--- src/rtl/data_wb_initiator.sv ---
// Data-side Wishbone (pipelined) initiator: one load/store request becomes one single bus cycle.
// Optional bus timeout enabled by defining BUS_TIMEOUT_EN.
module data_wb_initiator #(
    parameter int TIMEOUT_CYCLES = 64
) (
    input  logic        clk,
    input  logic        rst,
    input  logic        req,
    input  logic        req_wr_en,
    input  logic [31:0] req_addr,
    input  logic [31:0] req_wr_data,
    input  logic [2:0]  req_funct3,
    output logic        busy,
    output logic        done,
    output logic        error,
    output logic [31:0] rd_data,
    output logic        wb_cyc,
    output logic        wb_stb,
    output logic        wb_wr_en,
    output logic [31:0] wb_addr,
    output logic [31:0] wb_wr_data,
    output logic [3:0]  wb_wr_sel,
    input  logic        wb_ack,
    input  logic        wb_stall,
    input  logic [31:0] wb_rd_data
);

    typedef enum logic [1:0] {IDLE, STROBE, WAIT_ACK, RESP} state_t;

    state_t      state;
    logic [1:0]  lane;
    logic [2:0]  f3;
    logic        legal;
    logic [3:0]  sel;
    logic [31:0] wdata;
    logic [7:0]  rb;
    logic [15:0] rh;
    logic [31:0] ext;
    logic        tmo;
    logic        ack_fin;
    logic        tmo_fin;

    always_comb begin
        case (req_funct3)
            3'd0:    legal = 1'b1;
            3'd1:    legal = !req_addr[0];
            3'd2:    legal = (req_addr[1:0] == 2'b00);
            3'd4:    legal = !req_wr_en;
            3'd5:    legal = !req_wr_en && !req_addr[0];
            default: legal = 1'b0;
        endcase
    end

    always_comb begin
        sel   = 4'b1111;
        wdata = '0;
        if (req_wr_en) begin
            case (req_funct3[1:0])
                2'd0: begin
                    sel   = 4'b0001 << req_addr[1:0];
                    wdata = {4{req_wr_data[7:0]}};
                end
                2'd1: begin
                    sel   = req_addr[1] ? 4'b1100 : 4'b0011;
                    wdata = {2{req_wr_data[15:0]}};
                end
                default: wdata = req_wr_data;
            endcase
        end
    end

    // Lane extraction uses the byte offset latched at accept time.
    always_comb begin
        case (lane)
            2'd0:    rb = wb_rd_data[7:0];
            2'd1:    rb = wb_rd_data[15:8];
            2'd2:    rb = wb_rd_data[23:16];
            default: rb = wb_rd_data[31:24];
        endcase
        rh = lane[1] ? wb_rd_data[31:16] : wb_rd_data[15:0];
        case (f3)
            3'd0:    ext = {{24{rb[7]}}, rb};
            3'd1:    ext = {{16{rh[15]}}, rh};
            3'd4:    ext = {24'd0, rb};
            3'd5:    ext = {16'd0, rh};
            default: ext = wb_rd_data;
        endcase
    end

`ifdef BUS_TIMEOUT_EN
    localparam int CW = (TIMEOUT_CYCLES > 2) ? $clog2(TIMEOUT_CYCLES) : 1;
    localparam logic [CW-1:0] TLAST = CW'(TIMEOUT_CYCLES - 1);
    logic [CW-1:0] tcnt;

    always_ff @(posedge clk or negedge rst) begin
        if (!rst)
            tcnt <= '0;
        else if (state == IDLE)
            tcnt <= '0;
        else if (state == STROBE || state == WAIT_ACK)
            tcnt <= tcnt + 1'b1;
    end

    assign tmo = (tcnt == TLAST);
`else
    assign tmo = 1'b0 & (TIMEOUT_CYCLES == 0);
`endif

    // An ack on the same edge as the timeout wins.
    assign ack_fin = ((state == STROBE) && !wb_stall && wb_ack) ||
                     ((state == WAIT_ACK) && wb_ack);
    assign tmo_fin = ((state == STROBE) || (state == WAIT_ACK)) && !ack_fin && tmo;

    always_ff @(posedge clk or negedge rst) begin
        if (!rst) begin
            state      <= IDLE;
            busy       <= 1'b0;
            done       <= 1'b0;
            error      <= 1'b0;
            rd_data    <= '0;
            wb_cyc     <= 1'b0;
            wb_stb     <= 1'b0;
            wb_wr_en   <= 1'b0;
            wb_addr    <= '0;
            wb_wr_data <= '0;
            wb_wr_sel  <= '0;
            lane       <= '0;
            f3         <= '0;
        end else begin
            done <= 1'b0;
            if (ack_fin || tmo_fin) begin
                wb_cyc <= 1'b0;
                wb_stb <= 1'b0;
                done   <= 1'b1;
                error  <= tmo_fin;
                state  <= RESP;
                if (ack_fin && !wb_wr_en)
                    rd_data <= ext;
            end else begin
                case (state)
                    IDLE: begin
                        if (req) begin
                            busy <= 1'b1;
                            lane <= req_addr[1:0];
                            f3   <= req_funct3;
                            if (!legal) begin
                                state <= RESP;
                                done  <= 1'b1;
                                error <= 1'b1;
                            end else begin
                                state      <= STROBE;
                                error      <= 1'b0;
                                wb_cyc     <= 1'b1;
                                wb_stb     <= 1'b1;
                                wb_wr_en   <= req_wr_en;
                                wb_addr    <= {req_addr[31:2], 2'b00};
                                wb_wr_data <= wdata;
                                wb_wr_sel  <= sel;
                            end
                        end
                    end
                    STROBE: begin
                        if (!wb_stall) begin
                            wb_stb <= 1'b0;
                            state  <= WAIT_ACK;
                        end
                    end
                    WAIT_ACK: ;
                    RESP: begin
                        busy  <= 1'b0;
                        state <= IDLE;
                    end
                    default: state <= IDLE;
                endcase
            end
        end
    end

endmodule
--- config.mk ---
export PLATFORM = sky130hd
export DESIGN_NAME = data_wb_initiator
export DESIGN_NICKNAME = d
export VERILOG_FILES = /design/src/rtl/data_wb_initiator.sv
export SDC_FILE = /design/constraint.sdc
export NUM_CORES = 1
export LEC_CHECK = 0
export ABC_AREA = 1
export BUFFER_PORTS_ARGS = -buffer_cell sky130_fd_sc_hd__buf_2
export CORE_ASPECT_RATIO = 1.2
export CORE_MARGIN = 1
export CORE_UTILIZATION = 40
export CTS_BUF_LIST = sky130_fd_sc_hd__clkbuf_8
export CTS_CLUSTER_SIZE = 8
export DETAILED_ROUTE_END_ITERATION = 10
export GPL_TIMING_DRIVEN = 0
export PLACE_DENSITY = 0.7
export SLEW_MARGIN = 5
export SYNTH_ARGS = -nofsm -noshare
export SYNTH_HDL_FRONTEND = slang
export SYNTH_SLANG_ARGS = --single-unit
--- constraint.sdc ---
create_clock -name clk -period 1.7 [get_ports clk]
set_input_delay 0.17 -clock clk [delete_from_list [all_inputs] [get_ports clk]]
set_output_delay 0.17 -clock clk [all_outputs]
set_load 0.005 [all_outputs]
==> impl_summary.log <==
INFO  metric outcome = finished, violations left
INFO  metric violated_checks = DRC, setup timing
INFO  metric maxCapViolations = 0
INFO  metric final.min_clock_period = 1.718 ns
INFO  metric grt_start_max_net_pins = 78
INFO  metric drt_iter0_markers = 362
INFO  metric p_total = 0.01163 W
INFO  metric ys_async_sr_fraction = 1.000
INFO  metric postRouteWirelength = 18.12 mm
INFO  metric layout.nets = 1146
INFO  metric timing.critical_path.fanout_max = 8
INFO  metric clock_skew = 0.01138 ns
INFO  metric detail-route-antenna-nets = 0
INFO  metric netlist_instances = 767
INFO  metric critPathMaxStageDelay = 0.48 ns
INFO  metric synth-edff-count = 0
INFO  metric grt.met3_usage = 0.06459
INFO  metric number_of_global_route_vias_before_repair = 5613
INFO  metric power-per-cell-area = 1439 nW/µm²
INFO  metric avgViaCountPerCell = 4.878
INFO  metric post-dp-hpwl = 12.41 mm
INFO  metric relSlewSlack = 0.6157
INFO  metric final.setup.worst_slack = -0.01796 ns
INFO  metric peakVddDrop = 0.0008032 V
INFO  metric synth_adder_area_share = 0.008749
INFO  metric busiest_layer = met2
INFO  metric num-fill-cells = 1296
INFO  metric dieHeight = 133 µm
INFO  metric critical_path.startpoint_type = register
INFO  metric ant_diodes = 0
INFO  metric number_of_max_slew_violations_in_the_final_report = 0
INFO  metric synth_xor_area_frac = 0
INFO  metric cts_inserted_buffers = 9
INFO  metric drtPass1Iterations = 10
INFO  metric root_buffer = sky130_fd_sc_hd__clkbuf_8
INFO  metric timing.final.hold_violations = 0
INFO  metric crit_path_top_delay_cell = sky130_fd_sc_hd__dfrtp_2
INFO  metric synthToLayoutAreaGrowth = 41.29%
INFO  metric grt_use_met2 = 0.4156
INFO  metric worstPathRequired = 1.98 ns
INFO  metric layout_common_cells = 256 x sky130_fd_sc_hd__nand2_1, 216 x sky130_fd_sc_hd__buf_2, 110 x sky130_fd_sc_hd__dfrtp_1
INFO  metric setup_repair_after_global_routing_missed_its_margin = true
INFO  metric leakage = 4.542 nW
INFO  metric share_of_the_clock_period_used_by_the_worst_path_after_layout = 1.011
INFO  metric global_route_wire_length_before_repair = 27.30 mm
INFO  metric drt-wirelength-per-cell = 14.94 µm
INFO  metric drive_gt1_frac = 0.3445
INFO  metric timing.critical_path.buf_inv = 2
INFO  metric dominant_combinational_cell_family_by_area_after_synthesis = simple AND/OR/NAND/NOR gates
INFO  metric die_width = 111.2 µm
INFO  metric tritoncts = built
INFO  metric synth_sequential_area_ratio = 0.4856
INFO  metric fraction_of_the_mapped_netlist_area_in_simple_logic_gates = 0.3298
INFO  metric worstSetupPathType = register to register
INFO  metric max_clock_freq = 0.5821 GHz
INFO  metric grt.total_usage = 0.2336
INFO  metric multi_input_area = 2654 µm²
INFO  metric stdcell_count = 1213
INFO  metric mappedNetlistArea = 5720 µm²
INFO  metric cts.path.max_buffers = 2
INFO  metric cts.clk_slew.worst_paths = 0.12 ns
INFO  metric ff_latch_area = 2779 µm²
INFO  metric worstPathArrival = 2.00 ns
INFO  metric worst_skew_pair.late_latency = 0.38 ns
INFO  metric dp_cells = 1147
INFO  metric final_core_util = 0.5824
INFO  metric core = 13880 µm²
INFO  metric synth_mux_area_frac = 0
INFO  metric setup_viol = 3
INFO  metric mostFrequentLayoutCell = sky130_fd_sc_hd__nand2_1
INFO  metric synth-compound-area-share = 0.08377
INFO  metric route.detailed.drc = 22
INFO  metric post_synth_num_cell_types = 31
INFO  metric ioPinCount = 211
INFO  metric postSynthAreaPerCell = 7.458 µm²
INFO  metric synthFlopType = sky130_fd_sc_hd__dfrtp_1
INFO  metric clock_tree.htree_level_count = 3
INFO  metric endpoint_kind = register
INFO  metric synth-warning-count = 0
INFO  metric hold_class = input port to register
INFO  metric die_area = 14790 µm²
INFO  metric gr-total-overflow = 0
INFO  metric tightestPinTransition = 0.5744 ns
INFO  metric antenna_found_initial = 0
INFO  metric grt_use_met1 = 0.2764
INFO  metric path_cells = ha_4 > nand3_4 > nand2_4 > nor2_4 > nand2_8 > buf_12 > buf_8 > nand2_2 > nand2_1
INFO  metric place_congestion = 0.8880
INFO  metric cts.sinks = 111
INFO  metric crit_family = simple AND/OR/NAND/NOR gates
INFO  metric vias = 5917
INFO  metric core.rowCount = 47
INFO  metric initial_utilization = 0.4122
INFO  metric placement.io_buffers = 207
INFO  metric synth-seq-cells = 111
[state kept, by name (all words and copies together) (netlist names)]
signal	count
wb_wr_en	1
lane	2
wb_stb	1
wb_wr_sel	4
wb_cyc	1
busy	1
wb_wr_data	32
rd_data	32
state	2
done	1
error	1
wb_addr	30
f3	3
[cells by family (layout without fill, tap and decap cells)]
group,count (synthesis),in the layout
AO/OA/AOI/OAI,89,89
adder cells (fa/ha/maj),4,4
buffers and inverters,111,384
flip-flops,111,111
other,1,2
AND/OR/NAND/NOR,451,452
[worst reg2reg max path, stage by stage, from the launching register on]
cell and delay, ns:
sky130_fd_sc_hd__dfrtp_2 0.48, sky130_fd_sc_hd__ha_4 0.21, sky130_fd_sc_hd__nand3_4 0.09, sky130_fd_sc_hd__nand2_4 0.08, sky130_fd_sc_hd__nor2_4 0.20, sky130_fd_sc_hd__nand2_8 0.11, sky130_fd_sc_hd__buf_12 0.17, sky130_fd_sc_hd__buf_8 0.14
sky130_fd_sc_hd__nand2_2 0.07, sky130_fd_sc_hd__nand2_1 0.07
[report_power, final]
part	switching, W	leakage, nW	internal [W]	total [W]
Combinational	0.00301	3.05	0.00245	0.00547
Clock	0.00100	0.102	0.000602	0.00161
Sequential	0.000740	1.39	0.00382	0.00456
Total	0.00476	4.54	0.00687	0.0116
[metal layers]
| layer | wire length (µm) | part of all wire | vias up |
|---|---|---|---|
| met2 | 9134 | 0.50 | 224 |
| met5 | 0 | 0 | - |
| met3 | 1343 | 0.074 | 34 |
| met4 | 340 | 0.019 | 0 |
| met1 | 7301 | 0.40 | 2736 |
| li1 | - | - | 2923 |
[repair_timing]
action,CTS,global route
pin swaps,2,27
setup buffers,3,9
endpoints found under the setup margin,105,91
gates cloned,0,8
hold buffers,31,0
gates resized for setup,15,83
endpoints found under the hold margin,64,0
[stage by stage]
stage                     TNS [ns]  cell area [µm²]  hold WS (ns)  worst slack, ns
after floorplan                  0             5724       -0.1256         0.007471
after global placement     -126.29             6974        0.3618          -0.9745
after detailed placement    -23.51             7008       0.09539          -0.3138
after CTS                 -0.03181             7581       0.02215        -0.007794
after global routing        -1.736             8083       0.02867         -0.07197
final                     -0.03043             8083       0.04460         -0.01796
[area by class of cell]
class | count | area share
Timing Repair Buffer | 258 | 0.2056
Multi-Input combinational cell | 547 | 0.3283
Clock inverter | 6 | 0.006811
Tap cell | 171 | 0.02647
Inverter | 72 | 0.03545
Sequential cell | 111 | 0.3438
Buffer | 38 | 0.03653
Clock buffer | 10 | 0.01703
[cell usage after synthesis, types with 2 or more instances]
library cell                number  area share
sky130_fd_sc_hd__nor3_1          9      0.0079
sky130_fd_sc_hd__nand2_1       294        0.19
sky130_fd_sc_hd__buf_4           5      0.0066
sky130_fd_sc_hd__nor2_1         67       0.044
sky130_fd_sc_hd__o21ai_0        61       0.053
sky130_fd_sc_hd__buf_1           2      0.0013
sky130_fd_sc_hd__ha_1            4      0.0087
sky130_fd_sc_hd__or2_2           8      0.0087
sky130_fd_sc_hd__inv_1          66       0.043
sky130_fd_sc_hd__clkinv_1        2      0.0013
sky130_fd_sc_hd__inv_4           2      0.0022
sky130_fd_sc_hd__o211ai_1        9       0.012
sky130_fd_sc_hd__clkbuf_1       12      0.0079
sky130_fd_sc_hd__buf_12          3       0.010
sky130_fd_sc_hd__inv_2           2      0.0013
sky130_fd_sc_hd__nor2_2          2      0.0022
sky130_fd_sc_hd__nand4_1         6      0.0066
sky130_fd_sc_hd__buf_2          14       0.012
sky130_fd_sc_hd__or2_1          10       0.011
sky130_fd_sc_hd__nand2_2        22       0.024
sky130_fd_sc_hd__nand3_1        31       0.027
sky130_fd_sc_hd__dfrtp_1       111        0.49
sky130_fd_sc_hd__buf_6           2      0.0039
sky130_fd_sc_hd__o2111ai_1       2      0.0031
sky130_fd_sc_hd__a21oi_1        15       0.013
[path summary, 6_finish.rpt]
path                                      startpoint  cells past startpoint  slack, ns                         end
worst max-delay path            state[0]$_DFFE_PN0P_                      9      -0.02     wb_addr[11]$_DFFE_PN0P_
worst min-delay path                   wb_rd_data[3]                      3       0.04      rd_data[3]$_DFFE_PN0P_
worst max register to register  state[0]$_DFFE_PN0P_                      9      -0.02     wb_addr[11]$_DFFE_PN0P_
worst min register to register    wb_stb$_DFFE_PN0P_                      2       0.48          wb_stb$_DFFE_PN0P_
max in group asynchronous                        rst                      3       0.76              done$_DFF_PN0_
min in group asynchronous                        rst                      2       0.24  wb_wr_data[22]$_DFFE_PN0P_
Note: power is estimated with default switching activity, not from simulation.
